===== src/rtl/simd_mac_sequencer.sv =====
// Element sequencer for a SIMD multiply-accumulate reduction: it counts accepted
// multiply-unit results, feeds the running value back, and presents the final one.
module simd_mac_sequencer #(
  parameter int BIT_WIDTH = 32,
  parameter int LEN_BITS  = 16
) (
  input  logic                        clk,
  input  logic                        reset,
  input  logic                        start,
  input  logic                        flush,
  input  logic [LEN_BITS-1:0]         vec_len,
  input  logic                        in_valid,
  output logic                        in_ready,
  input  logic signed [BIT_WIDTH-1:0] mul_data,
  output logic signed [BIT_WIDTH-1:0] data_acc,
  output logic                        out_valid,
  input  logic                        out_ready,
  output logic signed [BIT_WIDTH-1:0] out_data,
  output logic                        sat_flag,
  output logic                        busy,
  output logic                        done
);

  typedef enum logic [1:0] {
    IDLE   = 2'd0,
    ACCUM  = 2'd1,
    OUTPUT = 2'd2
  } state_t;

  state_t                      state_q, state_d;
  logic signed [BIT_WIDTH-1:0] acc_q, acc_d;
  logic [LEN_BITS-1:0]         count_q, count_d;
  logic [LEN_BITS-1:0]         len_q, len_d;
  logic                        sat_q, sat_d;
  logic                        done_q, done_d;

  // The multiply unit clamps to either rail, so hitting one means saturation occurred.
  function automatic logic is_sat_val(input logic signed [BIT_WIDTH-1:0] v);
    return (v == {1'b0, {(BIT_WIDTH-1){1'b1}}}) ||
           (v == {1'b1, {(BIT_WIDTH-1){1'b0}}});
  endfunction

  always_comb begin
    state_d = state_q;
    acc_d   = acc_q;
    count_d = count_q;
    len_d   = len_q;
    sat_d   = sat_q;
    done_d  = 1'b0;
    if (flush) begin
      state_d = IDLE;
      acc_d   = '0;
      count_d = '0;
      len_d   = '0;
      sat_d   = 1'b0;
    end else begin
      case (state_q)
        IDLE: begin
          if (start) begin
            acc_d   = '0;
            count_d = '0;
            sat_d   = 1'b0;
            len_d   = vec_len;
            state_d = (vec_len == '0) ? OUTPUT : ACCUM;
          end
        end
        ACCUM: begin
          if (in_valid) begin
            // The multiply unit already folded in the accumulator; just take its result.
            acc_d   = mul_data;
            count_d = count_q + LEN_BITS'(1);
            sat_d   = sat_q | is_sat_val(mul_data);
            if (count_q == len_q - LEN_BITS'(1)) begin
              state_d = OUTPUT;
            end
          end
        end
        OUTPUT: begin
          if (out_ready) begin
            state_d = IDLE;
            done_d  = 1'b1;
          end
        end
        default: state_d = IDLE;
      endcase
    end
  end

  always_ff @(posedge clk or negedge reset) begin
    if (!reset) begin
      state_q <= IDLE;
      acc_q   <= '0;
      count_q <= '0;
      len_q   <= '0;
      sat_q   <= 1'b0;
      done_q  <= 1'b0;
    end else begin
      state_q <= state_d;
      acc_q   <= acc_d;
      count_q <= count_d;
      len_q   <= len_d;
      sat_q   <= sat_d;
      done_q  <= done_d;
    end
  end

  assign in_ready  = (state_q == ACCUM);
  assign out_valid = (state_q == OUTPUT);
  assign out_data  = out_valid ? acc_q : '0;
  assign data_acc  = acc_q;
  assign sat_flag  = sat_q;
  assign busy      = (state_q != IDLE);
  assign done      = done_q;

endmodule


===== config.mk =====
export PLATFORM = sky130hd
export DESIGN_NAME = simd_mac_sequencer
export DESIGN_NICKNAME = d
export VERILOG_FILES = /design/src/rtl/simd_mac_sequencer.sv
export SDC_FILE = /design/constraint.sdc
export NUM_CORES = 1
export LEC_CHECK = 0
export ABC_AREA = 1
export BUFFER_PORTS_ARGS = -buffer_cell sky130_fd_sc_hd__buf_2
export CORE_AREA = 4 4 102 104
export DETAILED_ROUTE_END_ITERATION = 16
export DIE_AREA = 0 0 106 108
export GPL_TIMING_DRIVEN = 0
export PLACE_DENSITY = 0.78
export SYNTH_ARGS = -nofsm -noshare
export SYNTH_HDL_FRONTEND = slang
export SYNTH_SLANG_ARGS = --single-unit

===== constraint.sdc =====
create_clock -name clk -period 5.6 [get_ports clk]
set_input_delay 1.12 -clock clk [delete_from_list [all_inputs] [get_ports clk]]
set_output_delay 1.12 -clock clk [all_outputs]
set_load 0.02 [all_outputs]

==> results of run 1 <==
[sequential cells by signal, summed over array words and instances, names as in the netlist]
signal	flops
sat_flag	1
len_q	16
data_acc	32
done	1
count_q	16
state_q	2
[synth_stat cells (2+ instances only)]
| library cell | count | area (sq um) |
|---|---|---|
| a21oi_1 | 6 | 30.0 |
| a21oi_2 | 2 | 17.5 |
| buf_2 | 6 | 30.0 |
| clkbuf_1 | 12 | 45.0 |
| dfrtp_1 | 68 | 1700 |
| ha_1 | 2 | 25.0 |
| inv_1 | 109 | 409 |
| nand2_1 | 123 | 462 |
| nand2_2 | 3 | 18.8 |
| nand3_1 | 54 | 270 |
| nand3b_1 | 3 | 22.5 |
| nand4_1 | 21 | 131 |
| nor2_1 | 88 | 330 |
| nor2_2 | 5 | 31.3 |
| nor3_1 | 9 | 45.0 |
| nor4_1 | 10 | 62.6 |
| o21ai_0 | 39 | 195 |
| o22ai_1 | 21 | 131 |
| o41ai_1 | 2 | 17.5 |
| xor2_1 | 12 | 105 |
[cell families after synthesis]
logic type	synth area share, %
and+or+nand+nor	34.1
buffers and inverters	11.8
AOI/OAI and AO/OA	9.94
DFF	41.0
xor gates and xnor gates	2.53
adders and majority gates	0.602
[worst max-delay path by stage]
stage / end / slack [ps] / cells after the start
final: out_data[9] / 2640 / 4
after global routing: out_data[2] / 2490 / 4
after CTS: out_data[9] / 2610 / 4
after detailed placement: len_q[10]$_DFFE_PN0P_ / 2810 / 6
after global placement: len_q[11]$_DFFE_PN0P_ / 2900 / 6
after floorplan: count_q[13]$_DFFE_PN0P_ / 3370 / 9
[critical path: stages (launching register included)]
cell and delay (ps):
dfrtp_1 470, nand2_1 310, clkbuf_1 430, nor2_1 100, buf_2 180
[through the flow]
stage                     utilization (%)  hold slack [ps]  setup WS, ps  total power [W]
after floorplan                         -              472          3370          0.00114
after global placement               51.6              480          2900          0.00137
after detailed placement             51.7              492          2810          0.00139
after CTS                            54.0              512          2610          0.00186
after global routing                 54.0              583          2490          0.00199
final                                54.0              515          2640          0.00186
[metal layers]
| metal | vias to the layer above | track usage [%] | wire, microns |
|---|---|---|---|
| met3 | 37 | 4.96 | 1010 |
| met1 | 2093 | 30.2 | 5470 |
| met2 | 264 | 37.3 | 5970 |
| li1 | 2209 | - | - |
| met5 | - | 0 | 0 |
| met4 | 0 | 11.5 | 473 |
[final cells by class]
| class | instances | area, sq um | area share, % |
|---|---|---|---|
| buffer | 18 | 75.1 | 1.46 |
| clock buffer | 11 | 151 | 2.94 |
| clock inverter | 4 | 72.6 | 1.41 |
| inverter | 111 | 417 | 8.08 |
| multi-input combinational | 407 | 1960 | 38.0 |
| sequential | 68 | 1700 | 33.0 |
| tap | 133 | 166 | 3.23 |
| timing repair buffer | 122 | 613 | 11.9 |
[power by group]
group	internal [W]	total [W]	switching [W]
clock network	0.000272	0.000465	0.000193
registers	0.000563	0.000627	0.0000642
logic	0.000228	0.000764	0.000536
==> results.md, run 1 <==
* Worst path required time at 4480 ps
* RD Place Congestion at about 0.93
* DR iter-0 viols at 357
* Commonest cells after routing, fill and taps aside: buf_2, nand2_1, inv_1, nor2_1, dfrtp_1
* Slew @ Worst Pin at 877 ps
* Register bit count reported by yosys at 68
* Skew final at 9.44 ps
* CP Launch Type: register
* Outcome: finished clean
* Post-Syn Area at 0.00415 sq mm
* R2r endpoint: state_q[0]$_DFFE_PN0P_
* Commonest non-fill, non-tap cell in the layout: buf_2
* Ys Warns at 0
* Final-stage net count at 793
* Worst path arrival time at roughly 1800 ps
* Wire length of the first global-routing pass at 21200 microns
* Crit Path Max Fanout at 10
* 1st-pass router iterations at 5
* Setup repair after global routing missed its margin: false
* Peak VDD IR at 180 uV
* Hold Startpoint: sat_flag$_DFFE_PN0P_
* R2r setup slk at 3280 ps
* Clock Pin Slew Worst Setup and Hold Paths at 70 ps
* Root Driver: clkbuf_8
* Cts repair resizes at 0
* Antenna diodes at 0
* Core area at around 0.0095 sq mm
* Setup Buffers After CTS at 0
* Hold Buf Count CTS at 0
* Final hold viol count at 0
* Max-Cap Viols at 0
* CTS sink cnt at 68
* Setup CP Type: register to output pin
* Fillers at 950
* Largest net degree at the start of global routing at 69
* Leakage Power at 2.76 nW
* DP HPWL at 9980 microns
* H-tree depth at 3
* CTS tree: built
* Share of cells above drive strength 1 at between 20% and 30%
* Post-synthesis net count at between 600 and 700
* Die ar. at around 0.011 sq mm
* Max Transition Viols Final at 0
* Final setup viols at 0
* Relative slew margins at 41.6%
* Crit path launch: state_q[1]$_DFFE_PN0P_
* Gate Count Post-Synth at about 600
* Drt total wl at between 10000 and 15000 microns
* R2R depth at 13
* Setup TNS Final at 0 ps
* Final instance area at between 0.005 and 0.006 sq mm
* Syn Area/Cell at 6.88 sq um
* Post-route insts no fill at 874
* Vias in the first global route at approximately 4500
* Layout area overhead at 24.2%
* FFs w/ async S/R, synth at 100%
* Dpl cells at around 860
* Initial Util at about 43%
* Min Tclk post-route at 2960 ps
* Worst min path class: register to register
* Skew-Pair Late Insertion Delay at roughly 350 ps
* DRC errors left at 0
* Synth cell types at 29
* Final Cycle Share at 52.9%
* Total global routing overflow at 0
* Worst Hold Depth at 2
* Fmax at 337 MHz
* EDFF count, synth at 0
* CTS Buf Count at 9
* Worst setup EP type: output pin
* PD cells at 360 mW/mm^2
* Via density at 5.27
* Ports at between 100 and 150
* Post-synth top flop: dfrtp_1
* Seq/Total Area, Yosys at 41.0%
* Number of buffers added on ports at 122
* Mean routed wirelength per cell at 14.8 microns
* Via count at about 4600
* Post-DRT Antenna Nets at 0
* Die X at roughly 110 microns
* Worst r2r src: len_q[0]$_DFFE_PN0P_
* Num rows at 36
* Hold EP: sat_flag$_DFFE_PN0P_
* Die Ht at 108 microns
* GR Util All Layers at 23.3%
* Placed Instance Area at between 0.004 and 0.005 sq mm
* Initial antenna violation count at 0
* Clock Tree Buf Depth at 2
Note: power is estimated with default switching activity, not from simulation.
==> inputs of run 2 (changes only) <==
--- a/config.mk
+++ b/config.mk
@@ -11,7 +11,7 @@
 export DETAILED_ROUTE_END_ITERATION = 16
 export DIE_AREA = 0 0 106 108
 export GPL_TIMING_DRIVEN = 0
-export PLACE_DENSITY = 0.78
+export PLACE_DENSITY = 0.81
 export SYNTH_ARGS = -nofsm -noshare
 export SYNTH_HDL_FRONTEND = slang
 export SYNTH_SLANG_ARGS = --single-unit
==> constraint.sdc (replaced) <==
create_clock -name clk -period 2.55 [get_ports clk]
set_input_delay 0.51 -clock clk [delete_from_list [all_inputs] [get_ports clk]]
set_output_delay 0.51 -clock clk [all_outputs]
set_load 0.02 [all_outputs]
==> results.md, run 2 (synthesis results as in run 1) <==
* Drt total wl at 12600 microns (-2.4%)
* Setup Buffers After CTS at 0 (unchanged)
* Die Ht at 108 microns (unchanged)
* Max Transition Viols Final at 0 (unchanged)
* Core area at 0.00955 sq mm (unchanged)
* Vias in the first global route at 4460 (-1.8%)
* R2r endpoint: state_q[1]$_DFFE_PN0P_
* DRC errors left at 0 (unchanged)
* Via density at 5.14 (-2.3%)
* R2r setup slk at 280 ps (-3000 ps)
* RD Place Congestion at 0.890 (-4.3%)
* Outcome: finished clean
* Final setup viols at 0 (unchanged)
* Clock share of power at 24.8% (-0.3 points)
* Clock Pin Slew Worst Setup and Hold Paths at 80 ps (about the same)
* Final-stage net count at 793 (unchanged)
* Worst setup EP type: output pin
* Post-Place Setup Slack at 320 ps (-2490 ps)
* Skew final at 7.58 ps (-1.86 ps)
* Sw Ratio at 42.9% (+0.14 points)
* Wire length of the first global-routing pass at 20800 microns (-1.8%)
* Ports at 123 (unchanged)
* Largest register FFs at 32 (unchanged)
* Fillers at 947 (-0.32%)
* Die ar. at 0.0114 sq mm (unchanged)
* Peak VDD IR at 411 uV (+130%)
* PD cells at 785 mW/mm^2 (+120%)
* Worst r2r src: len_q[0]$_DFFE_PN0P_
* R2R depth at 14 (+1)
* Leakage Power at 2.75 nW (-0.25%)
* Layout area overhead at 24.2% (about the same)
* Skew-Pair Late Insertion Delay at 340 ps (about the same)
* Internal at 0.00231 W (+120%)
* CP Launch Type: register
* Number of buffers added on ports at 122 (unchanged)
* Switch Pwr at 0.00174 W (+120%)
* DP HPWL at 9920 microns (-0.56%)
* Mean routed wirelength per cell at 14.4 microns (-2.5%)
* Worst min path class: input port to asynchronous set/reset pin
* Final hold viol count at 0 (unchanged)
* Relative slew margins at 43.4% (+1.8 points)
* Share of cells above drive strength 1 at 21.4% (+0.11 points)
* 1st-pass router iterations at 5 (unchanged)
* Commonest non-fill, non-tap cell in the layout: buf_2
* GR Util All Layers at 22.9% (-0.40 points)
* Cts repair resizes at 0 (unchanged)
* Num rows at 36 (unchanged)
* Slew @ Worst Pin at 849 ps (-27.5 ps)
* Post-DRT Antenna Nets at 0 (unchanged)
* Initial Util at 43.5% (unchanged)
* Register share of total power at 34.1% (+0.3 points)
* Commonest cells after routing, fill and taps aside: buf_2, nand2_1, inv_1, nor2_1, dfrtp_1
* Fmax at 415 MHz
* Die X at 106 microns (unchanged)
* Worst path required time at 2040 ps (-2440 ps)
* Final Cycle Share at 94.5%
* CTS tree: built
* Antenna diodes at 0 (unchanged)
* Total global routing overflow at 0 (unchanged)
* DR iter-0 viols at 319 (-11%)
* Crit Path Max Fanout at 10 (unchanged)
* Root Driver: clkbuf_8
* CTS Buf Count at 9 (unchanged)
* CTS sink cnt at 68 (unchanged)
* Worst path arrival time at 1900 ps (+60 ps)
* H-tree depth at 3 (unchanged)
* Initial antenna violation count at 0 (unchanged)
* Clock Tree Buf Depth at 2 (unchanged)
* Gate power share at 41.1% (about the same)
* Crit path launch: state_q[1]$_DFFE_PN0P_
* Setup TNS Final at 0 ps (unchanged)
* Setup ws final at 140 ps (-2500 ps)
* Setup CP Type: register to output pin
* Min Tclk post-route at 2410 ps
* Via count at 4501 (-2.2%)
* CP endpoint: out_data[28]
* Setup repair after global routing missed its margin: false
* Largest net degree at the start of global routing at 69 (unchanged)
* Max-Cap Viols at 0 (unchanged)
* Hold Buf Count CTS at 0 (unchanged)
## run 2: critical path, cell delays in order, from the launching register on
cell and delay (ps):
dfrtp_1 470, nand2_1 320, clkbuf_1 430, nor2_1 140
buf_2 190
## run 2: final cells by class
cell class	instances	area (sq um)	share of cell area [%]
Buffer	18	75.1	1.46
Clock buffer	10	138	2.67
Clock inverter	6	87.6	1.70
Inverter	111	417	8.08
Multi-Input combinational cell	407	1960	38.0
Sequential cell	68	1700	33.0
Tap cell	133	166	3.23
Timing Repair Buffer	122	613	11.9
## run 2: per-stage QoR
| step | hold WS (ps) | total power (W) | util [%] | instance area [sq um] | std cells |
|---|---|---|---|---|---|
| floorplan | 214 | 0.00251 | - | 4150 | 604 |
| finish | 263 | 0.00405 | 54.0 | 5160 | 875 |
| CTS | 297 | 0.00406 | 54.0 | 5160 | 875 |
| global route | 312 | 0.00436 | 54.0 | 5160 | 875 |
| global placement | 474 | 0.00303 | 51.6 | 4930 | 859 |
| detailed placement | 486 | 0.00305 | 51.7 | 4930 | 859 |
## run 2: power by group through the flow
stage	Combinational [W]	Clock, W	Sequential [W]
5_1_grt	0.00189	0.00107	0.00140
3_3_place_gp	0.00163	0	0.00139
3_5_place_dp	0.00166	0	0.00139
2_1_floorplan	0.00102	0	0.00148
6_report	0.00166	0.00100	0.00138
4_1_cts	0.00167	0.00102	0.00138
## run 2: per-layer routing
| layer | global-route usage (%) | share of wire (%) |
|---|---|---|
| met3 | 5.25 | 8.7 |
| met2 | 37.9 | 47 |
| met5 | 0 | 0 |
| met4 | 10.4 | 3.1 |
| met1 | 28.8 | 41 |
## run 2: worst min-delay path by stage
stage                     cells after the start                 start                     end  slack (ps)
after floorplan                               0                 reset  count_q[0]$_DFFE_PN0P_         210
after global placement                        2  sat_flag$_DFFE_PN0P_    sat_flag$_DFFE_PN0P_         470
after detailed placement                      2  sat_flag$_DFFE_PN0P_    sat_flag$_DFFE_PN0P_         490
after CTS                                     1                 reset   len_q[12]$_DFFE_PN0P_         300
after global routing                          1                 reset   len_q[12]$_DFFE_PN0P_         310
final                                         1                 reset   len_q[12]$_DFFE_PN0P_         260
